===== config.mk =====
export PLATFORM = sky130hd
export DESIGN_NAME = vdic_serial_cmd_rx
export DESIGN_NICKNAME = d
export VERILOG_FILES = /design/src/rtl/vdic_serial_cmd_rx.sv
export SDC_FILE = /design/constraint.sdc
export NUM_CORES = 1
export LEC_CHECK = 0
export CAP_MARGIN = 25
export CORE_ASPECT_RATIO = 1.25
export CORE_MARGIN = 10
export CORE_UTILIZATION = 48
export DETAILED_ROUTE_END_ITERATION = 6
export PLACE_DENSITY = 0.85
export SYNTH_ARGS = -nofsm -noshare
export SYNTH_HDL_FRONTEND = slang
export SYNTH_SLANG_ARGS = --single-unit

===== constraint.sdc =====
create_clock -name clk -period 1.9 [get_ports clk]
set_clock_uncertainty 0.2 [all_clocks]
set_input_delay 0.57 -clock clk [delete_from_list [all_inputs] [get_ports clk]]
set_output_delay 0.57 -clock clk [all_outputs]
set_load 0.02 [all_outputs]

===== src/rtl/vdic_serial_cmd_rx.sv =====
// Serial command receiver: deserialises 10-bit din words, gathers operand bytes
// and hands one decoded command per control word to the ALU over valid/ready.
module vdic_serial_cmd_rx #(
   parameter int unsigned NUM_ARGS = 2,
   parameter logic [7:0]  OP_ADD   = 8'h10,
   parameter logic [7:0]  OP_AND   = 8'h01
) (
   input  logic                    clk,
   input  logic                    rst_n,
   input  logic                    enable_n,
   input  logic                    din,
   output logic                    cmd_valid,
   input  logic                    cmd_ready,
   output logic [7:0]              cmd_op,
   output logic [8*NUM_ARGS-1:0]   cmd_args,
   output logic [7:0]              cmd_status,
   output logic                    rx_abort,
   output logic                    rx_overrun
);

   localparam int unsigned ARGS_W = 8 * NUM_ARGS;
   localparam int unsigned CNT_W  = $clog2(NUM_ARGS + 1);
   localparam int unsigned BCNT_W = 4;
   localparam logic [CNT_W-1:0]  ARG_MAX  = CNT_W'(NUM_ARGS);
   localparam logic [BCNT_W-1:0] LAST_BIT = BCNT_W'(9);

   typedef enum logic [0:0] {IDLE, RECV} state_t;

   state_t              state_q, state_d;
   logic [BCNT_W-1:0]   bit_cnt_q, bit_cnt_d;
   logic [8:0]          shift_q, shift_d;
   logic [CNT_W-1:0]    arg_cnt_q, arg_cnt_d;
   logic [ARGS_W-1:0]   args_q, args_d;
   logic                par_err_q, par_err_d;
   logic                cnt_err_q, cnt_err_d;
   logic                cmd_valid_q, cmd_valid_d;
   logic [7:0]          cmd_op_q, cmd_op_d;
   logic [ARGS_W-1:0]   cmd_args_q, cmd_args_d;
   logic [7:0]          cmd_status_q, cmd_status_d;
   logic                rx_abort_q, rx_abort_d;
   logic                rx_overrun_q, rx_overrun_d;

   logic [9:0]          word_c;
   logic                word_done_c, ctrl_done_c, par_bad_c, abort_c, op_bad_c;

   // Completed word is the nine buffered bits plus the parity bit on din now.
   assign word_c      = {shift_q, din};
   assign word_done_c = (state_q == RECV) && !enable_n && (bit_cnt_q == LAST_BIT);
   assign ctrl_done_c = word_done_c && word_c[9];
   assign par_bad_c   = word_c[0] ^ (^word_c[9:1]);
   assign abort_c     = (state_q == RECV) && enable_n && (bit_cnt_q != '0);
   assign op_bad_c    = !((word_c[8:1] == OP_ADD) || (word_c[8:1] == OP_AND));

   always_ff @(posedge clk or negedge rst_n) begin
      if (!rst_n) begin
         state_q      <= IDLE;
         bit_cnt_q    <= '0;
         shift_q      <= '0;
         arg_cnt_q    <= '0;
         args_q       <= '0;
         par_err_q    <= 1'b0;
         cnt_err_q    <= 1'b0;
         cmd_valid_q  <= 1'b0;
         cmd_op_q     <= '0;
         cmd_args_q   <= '0;
         cmd_status_q <= '0;
         rx_abort_q   <= 1'b0;
         rx_overrun_q <= 1'b0;
      end else begin
         state_q      <= state_d;
         bit_cnt_q    <= bit_cnt_d;
         shift_q      <= shift_d;
         arg_cnt_q    <= arg_cnt_d;
         args_q       <= args_d;
         par_err_q    <= par_err_d;
         cnt_err_q    <= cnt_err_d;
         cmd_valid_q  <= cmd_valid_d;
         cmd_op_q     <= cmd_op_d;
         cmd_args_q   <= cmd_args_d;
         cmd_status_q <= cmd_status_d;
         rx_abort_q   <= rx_abort_d;
         rx_overrun_q <= rx_overrun_d;
      end
   end

   // Receive path: bit framing, operand collection and sticky error tracking.
   always_comb begin
      state_d   = state_q;
      bit_cnt_d = bit_cnt_q;
      shift_d   = shift_q;
      arg_cnt_d = arg_cnt_q;
      args_d    = args_q;
      par_err_d = par_err_q;
      cnt_err_d = cnt_err_q;
      case (state_q)
         IDLE: begin
            if (!enable_n) begin
               state_d   = RECV;
               shift_d   = {shift_q[7:0], din};
               bit_cnt_d = BCNT_W'(1);
            end
         end
         RECV: begin
            if (!enable_n) begin
               shift_d   = {shift_q[7:0], din};
               bit_cnt_d = (bit_cnt_q == LAST_BIT) ? '0 : bit_cnt_q + BCNT_W'(1);
               if (word_done_c && !word_c[9]) begin
                  par_err_d = par_err_q | par_bad_c;
                  if (arg_cnt_q < ARG_MAX) begin
                     for (int unsigned i = 0; i < NUM_ARGS; i++) begin
                        if (CNT_W'(i) == arg_cnt_q) args_d[i*8 +: 8] = word_c[8:1];
                     end
                     arg_cnt_d = arg_cnt_q + CNT_W'(1);
                  end else begin
                     cnt_err_d = 1'b1;
                  end
               end else if (ctrl_done_c) begin
                  arg_cnt_d = '0;
                  args_d    = '0;
                  par_err_d = 1'b0;
                  cnt_err_d = 1'b0;
               end
            end else if (abort_c) begin
               state_d   = IDLE;
               bit_cnt_d = '0;
               shift_d   = '0;
               arg_cnt_d = '0;
               args_d    = '0;
               par_err_d = 1'b0;
               cnt_err_d = 1'b0;
            end else begin
               state_d = IDLE;
            end
         end
         default: state_d = IDLE;
      endcase
   end

   // Command output and handshake; a held, unaccepted command wins over a new one.
   always_comb begin
      cmd_valid_d  = cmd_valid_q;
      cmd_op_d     = cmd_op_q;
      cmd_args_d   = cmd_args_q;
      cmd_status_d = cmd_status_q;
      rx_abort_d   = abort_c;
      rx_overrun_d = 1'b0;
      if (cmd_valid_q && cmd_ready) cmd_valid_d = 1'b0;
      if (ctrl_done_c) begin
         if (cmd_valid_q && !cmd_ready) begin
            rx_overrun_d = 1'b1;
         end else begin
            cmd_valid_d  = 1'b1;
            cmd_op_d     = word_c[8:1];
            cmd_args_d   = args_q;
            cmd_status_d = {op_bad_c, par_err_q | par_bad_c,
                            cnt_err_q | (arg_cnt_q != ARG_MAX), 5'b0};
         end
      end
   end

   assign cmd_valid  = cmd_valid_q;
   assign cmd_op     = cmd_op_q;
   assign cmd_args   = cmd_args_q;
   assign cmd_status = cmd_status_q;
   assign rx_abort   = rx_abort_q;
   assign rx_overrun = rx_overrun_q;

endmodule


---- Yosys cells after proc, flatten, opt, wreduce, memory -nomap -nowiden ----
Cells that the tools add are included.
storage, ports and cells
  flip-flop bits (word level) ............. 64
  input bits .............................. 5
  output and inout bits ................... 35
  word-level logic and storage cells ...... 92
operators by class
  add/sub/neg operators ................... 2
  order comparisons ....................... 1
  eq/ne operators ......................... 12
  multiplexer cells ....................... 34
  bitwise logic cells ..................... 5
  reductions and logical operators ........ 24
operator list
  kind                                                                      number
  16-bit two-way mux                                                        5
  9-bit two-way mux                                                         3
  9-bit one-hot mux with 2 select lines                                     1
  4-bit two-way mux                                                         4
  8-bit two-way mux                                                         2
  1-bit two-way mux                                                         13
  3-bit by 2-bit inequality test with 1-bit output (second input constant)  4
  2-bit two-way mux                                                         5
  5-bit AND reduction                                                       2
  9-bit parity                                                              1
  8-bit by 1-bit == test with 1-bit output (second input constant)          1
  8-bit by 5-bit == test with 1-bit output (second input constant)          1
  1-bit logical AND                                                         8
  4-bit one-hot mux with 2 select lines                                     1
  4-bit AND reduction                                                       2
  4-bit by 1-bit adder with 4-bit output (second input constant)            1
  4-bit == test (second input constant)                                     1
  1-bit logical NOT                                                         4
  2-bit inequality test (second input constant)                             2
  2-bit AND reduction                                                       2
  4-bit nonzero test                                                        1
  3-bit inequality test (second input constant)                             1
  3-bit AND reduction                                                       1
  3-bit nonzero test                                                        1
  other kinds (9)                                                           11

---- Logic depth before layout (Yosys ltp) ----
  word-level depth ........................ 7
  mapped depth ............................ 6
  gate-level depth less buffers ........... 6

---- Worst setup path before layout ----
No wires, ideal clock.
  path type ............................... input to register
  start point ............................. in enable_n
  end point ............................... reg args_q[0]
  library setup time ...................... 0.064 ns
  arrival time ............................ 1.764 ns
  required time ........................... 1.636 ns
  setup slack ............................. -0.127 ns
  stages on the path ...................... 4
  path buffers ............................ 0
  path through ............................ or2_4 > or4_4 > o21ai_4 > a22o_2
on the way
  cells in the longest elaborated chain, start to end .. 6
  elaborated cells on any way between the ends .. 14
  classes of those cells .................. eq/ne: 3; mux: 2; reduce/logical: 9
ends and longest elaborated chain
  item                                                                                             RTL line  source
  start: declaration                                                                               10        input logic enable_n,
  1-bit logical NOT                                                                                --
  1-bit logical AND (2 in series)                                                                  48        assign word_done_c = (state_q == RECV) && !enable_n && (bit_cnt_q == LAST_BIT);
  1-bit logical AND (on tied branches)                                                             107, 49
  3-bit by 2-bit inequality test with 1-bit output (no source line), or another cell as far along  --
  5-bit AND reduction (no source line) or 16-bit two-way mux (tied branches)                       --
  end signal: assignment                                                                           74        args_q <= args_d;
  end: declaration                                                                                 33        logic [ARGS_W-1:0] args_q, args_d;
Parallel ways exist; a longest one is shown, timed or not.
A chain may end at the register's enable or synchronous reset.

---- Final worst setup path ----
  start point ............................. in cmd_ready
  end point ............................... reg cmd_op_q[3] (netlist: cmd_op[3])
on the way
  cells in the longest elaborated chain, start to end .. 4
ends and longest elaborated chain
  item                                  RTL line  source
  start: declaration                    13        input logic cmd_ready,
  1-bit logical NOT                     149       if (cmd_valid_q && !cmd_ready) begin
  1-bit logical AND                     149
  1-bit inverter (no source line)       --
  2-bit AND reduction (no source line)  --
  end signal: assignment                78        cmd_op_q <= cmd_op_d;
  end: declaration                      37        logic [7:0] cmd_op_q, cmd_op_d;
Every way passes these cells.

==> reports/qor.json <==
{
  "run_status": {
    "run_status": "finished, violations left",
    "violations_in_the_final_reports": "negative setup slack"
  },
  "timing": {
    "fin_crit_ns": 1.91,
    "final-hold-violation-count": 0,
    "final_max_slew_viol_count": 0,
    "grt_setup_unrepaired": "yes",
    "timing.setup.tns_ns": -0.0484,
    "setup_violations": 8,
    "timing.final.ws_setup_ns": -0.00986,
    "period_utilisation_layout_pct": 101,
    "timing.fmax_mhz": 524
  },
  "placed_design": {
    "place_congestion": 0.843,
    "placed_cells_incl_taps": 337,
    "buffer_ports.inserted": 34,
    "hpwl_um": 4220
  },
  "clocking": {
    "clk_latency_ns": 0.34,
    "tritoncts_clock_tree": "yes",
    "cts.sinks": 64,
    "cts.path.max_buffers": 2,
    "clk_pin_slew_worst_paths_ns": 0.06,
    "htree_levels": 3,
    "cts.root.buffer_cell": "clkbuf_8",
    "numCtsBuffers": 9
  },
  "worst_setup_path": {
    "arrival_ns": 1.93,
    "crit_path_max_fanout": 9,
    "timing.critical_path.from_type": "input pin",
    "timing.critical_path.required_ns": 1.92,
    "critical_path_class": "input pin to register",
    "endpoint_kind": "register"
  },
  "layout": {
    "nNetsFinal": 304,
    "total_area_of_multi_input_combinational_cells_sq_mm": 0.00111,
    "syn_to_final_growth_pct": 30.6,
    "antenna_cells_inserted": 0,
    "layout.area.seq_sq_mm": 0.00160,
    "layout.filler_cells": 434,
    "drive_above_1_share_pct": 33.7,
    "layout.cells.non_filler": 360
  },
  "grt": {
    "track_usage_pct": 12.6,
    "grt_start_max_net_pins": 57,
    "antenna_found_initial": 0,
    "grt_pass1_vias": 1950,
    "global_route_wire_length_before_repair_um": 9270,
    "grt_overflow_total": 0
  },
  "floorplan": {
    "initial_core_utilization_pct": 48.9,
    "dieWidth_um": 88.2,
    "placeableCoreArea_sq_mm": 0.00570,
    "dieHeight_um": 105,
    "die-area_sq_mm": 0.00927,
    "rows": 31,
    "num_io_pins": 40
  },
  "detailed_routing": {
    "drc_errors": 0,
    "routedWlPerCell_um": 16.5,
    "detail-route-antenna-nets": 0,
    "first_iter_violations": 90,
    "detailedRoute.firstPassIterationCount": 4,
    "dr_total_vias": 1919,
    "detail_route.vias_per_cell": 5.33,
    "wirelength_um": 5940
  },
  "yosys": {
    "yosys_warnings": 0,
    "synth.most_common_cell": "dfrtp_1",
    "fraction_of_synthesis_flops_using_an_asynchronous_set_or_reset_pin_pct": 100,
    "synth.top_cells.by_count": "64 x dfrtp_1, 24 x mux2_2, 15 x nor2_1",
    "synthDominantAreaCellType": "dfrtp_1",
    "synth_largest_type_area_fraction_pct": 57.5,
    "synth_area_sq_mm": 0.00279,
    "synth.lib_cells_used.distinct": 37,
    "synth-main-ff-cell": "dfrtp_1",
    "ys_top_cells_by_area": "dfrtp_1 57%, mux2_2 9.7%, ha_1 4.0%, a22o_2 3.6%, a22o_1 2.5%",
    "seq_area_frac_synth_pct": 57.5,
    "avgSynthCellArea_sq_um": 12.5,
    "number_of_synthesized_flops_with_an_enable_pin": 0,
    "synthesis.instances": 223,
    "number_of_flip_flops_and_latches_in_the_synthesized_netlist": 64
  },
  "pwr": {
    "cellPowerDensity_mw_per_mm2": 812,
    "leakage_nw": 1.90,
    "irDropWorstVdd_mv": 0.522
  },
  "hold_path": {
    "hp-class": "register to register"
  },
  "flow_run": {
    "max_cap_violations": 0
  }
}
-- state kept, by name, summed over array words and instances (netlist names), 2 cells and up --
name / flops
args_q: 16
cmd_args: 16
shift_q: 9
cmd_op: 8
bit_cnt_q: 4
cmd_status: 3
arg_cnt_q: 2
-- through the flow --
stage	power [W]	hold WS [ns]	setup slack (ns)	cell area (sq um)	utilization (%)
after floorplan	0.00162	0.0744	0.0117	2800	-
after global placement	0.00174	0.238	-0.499	3350	58.7
after detailed placement	0.00175	0.243	-0.528	3350	58.7
after CTS	0.00295	0.305	-0.00537	3540	62.0
after global routing	0.00308	0.320	-0.0391	3640	63.9
final	0.00296	0.301	-0.00986	3640	63.9
-- worst max-delay path, cell delays in order --
cell             delay, ns
clkdlybuf4s50_1       0.45
nand2b_1              0.13
and4_4                0.28
clkbuf_16             0.17
mux2_2                0.33
-- final cells by class --
type	instances	area share (%)
inverter	13	1.34
clock buffer	13	4.64
clock inverter	2	1.03
multi-input combinational	136	30.6
timing repair buffer	66	16.1
tap	66	2.27
sequential	64	44.0
-- where the power goes --
group,total [W],switching [W],internal [W]
sequential,0.00141,0.0000246,0.00139
combinational,0.000348,0.000187,0.000162
clock,0.00119,0.000487,0.000707
-- repair_timing --
item	CTS	global route
setup buffers	1	5
resized for setup	39	11
pin swaps	4	8
endpoints found under the hold margin	8	0
endpoints found under the setup margin	71	31
hold buffers	1	0
cloned	0	1
-- kinds of logic (layout without fill, tap and decap cells) --
| logic type | after synthesis | after routing | share of synthesized area (%) |
|---|---|---|---|
| buf+inv | 27 | 94 | 4.62 |
| compound gates | 46 | 46 | 12.9 |
| fa+ha+maj | 9 | 9 | 4.04 |
| simple gates | 46 | 46 | 8.71 |
| xor+xnor | 5 | 5 | 2.06 |
| mux | 25 | 25 | 10.1 |
| other cells | 1 | 5 | 0.135 |
| flops | 64 | 64 | 57.5 |
-- metal layers --
metal / global-route usage, % / part of all wire [%]
met5: 0 / 0
met4: 5.06 / 2.2
met2: 21.3 / 54
met1: 13.9 / 39
met3: 4.27 / 5.2
-- path summary, 6_finish.rpt --
| kind | startpoint | endpoint | slack [ns] | cells past startpoint |
|---|---|---|---|---|
| max | cmd_ready | cmd_op[3] | -0.01 | 5 |
| min | cmd_args[10] | cmd_args[10] | 0.30 | 1 |
| max reg2reg | bit_cnt_q[1] | args_q[11] | 0.01 | 4 |
| min reg2reg | cmd_args[10] | cmd_args[10] | 0.30 | 1 |
| max in group asynchronous | rst_n | bit_cnt_q[2] | 0.50 | 3 |
| min in group asynchronous | rst_n | cmd_args[7] | 0.43 | 2 |
-- cell usage in the layout (no fill, tap or decap), types with 2 or more instances in the layout --
master	count
and2_2	2
clkdlybuf4s50_1	2
ha_4	2
nor2_1	15
nand2_1	14
ha_1	7
clkbuf_8	12
xnor2_1	3
inv_2	4
inv_1	9
nor2b_1	3
o21ai_4	2
buf_2	2
dlygate4sd2_1	30
dfrtp_1	63
mux2_2	24
a21oi_1	4
conb_1	5
a22o_1	8
o21ai_0	12
buf_4	27
buf_12	2
a22o_2	10
a21o_1	2
nand2b_1	2
nand3_1	2
No activity file was read; power rests on OpenSTA's default activity.
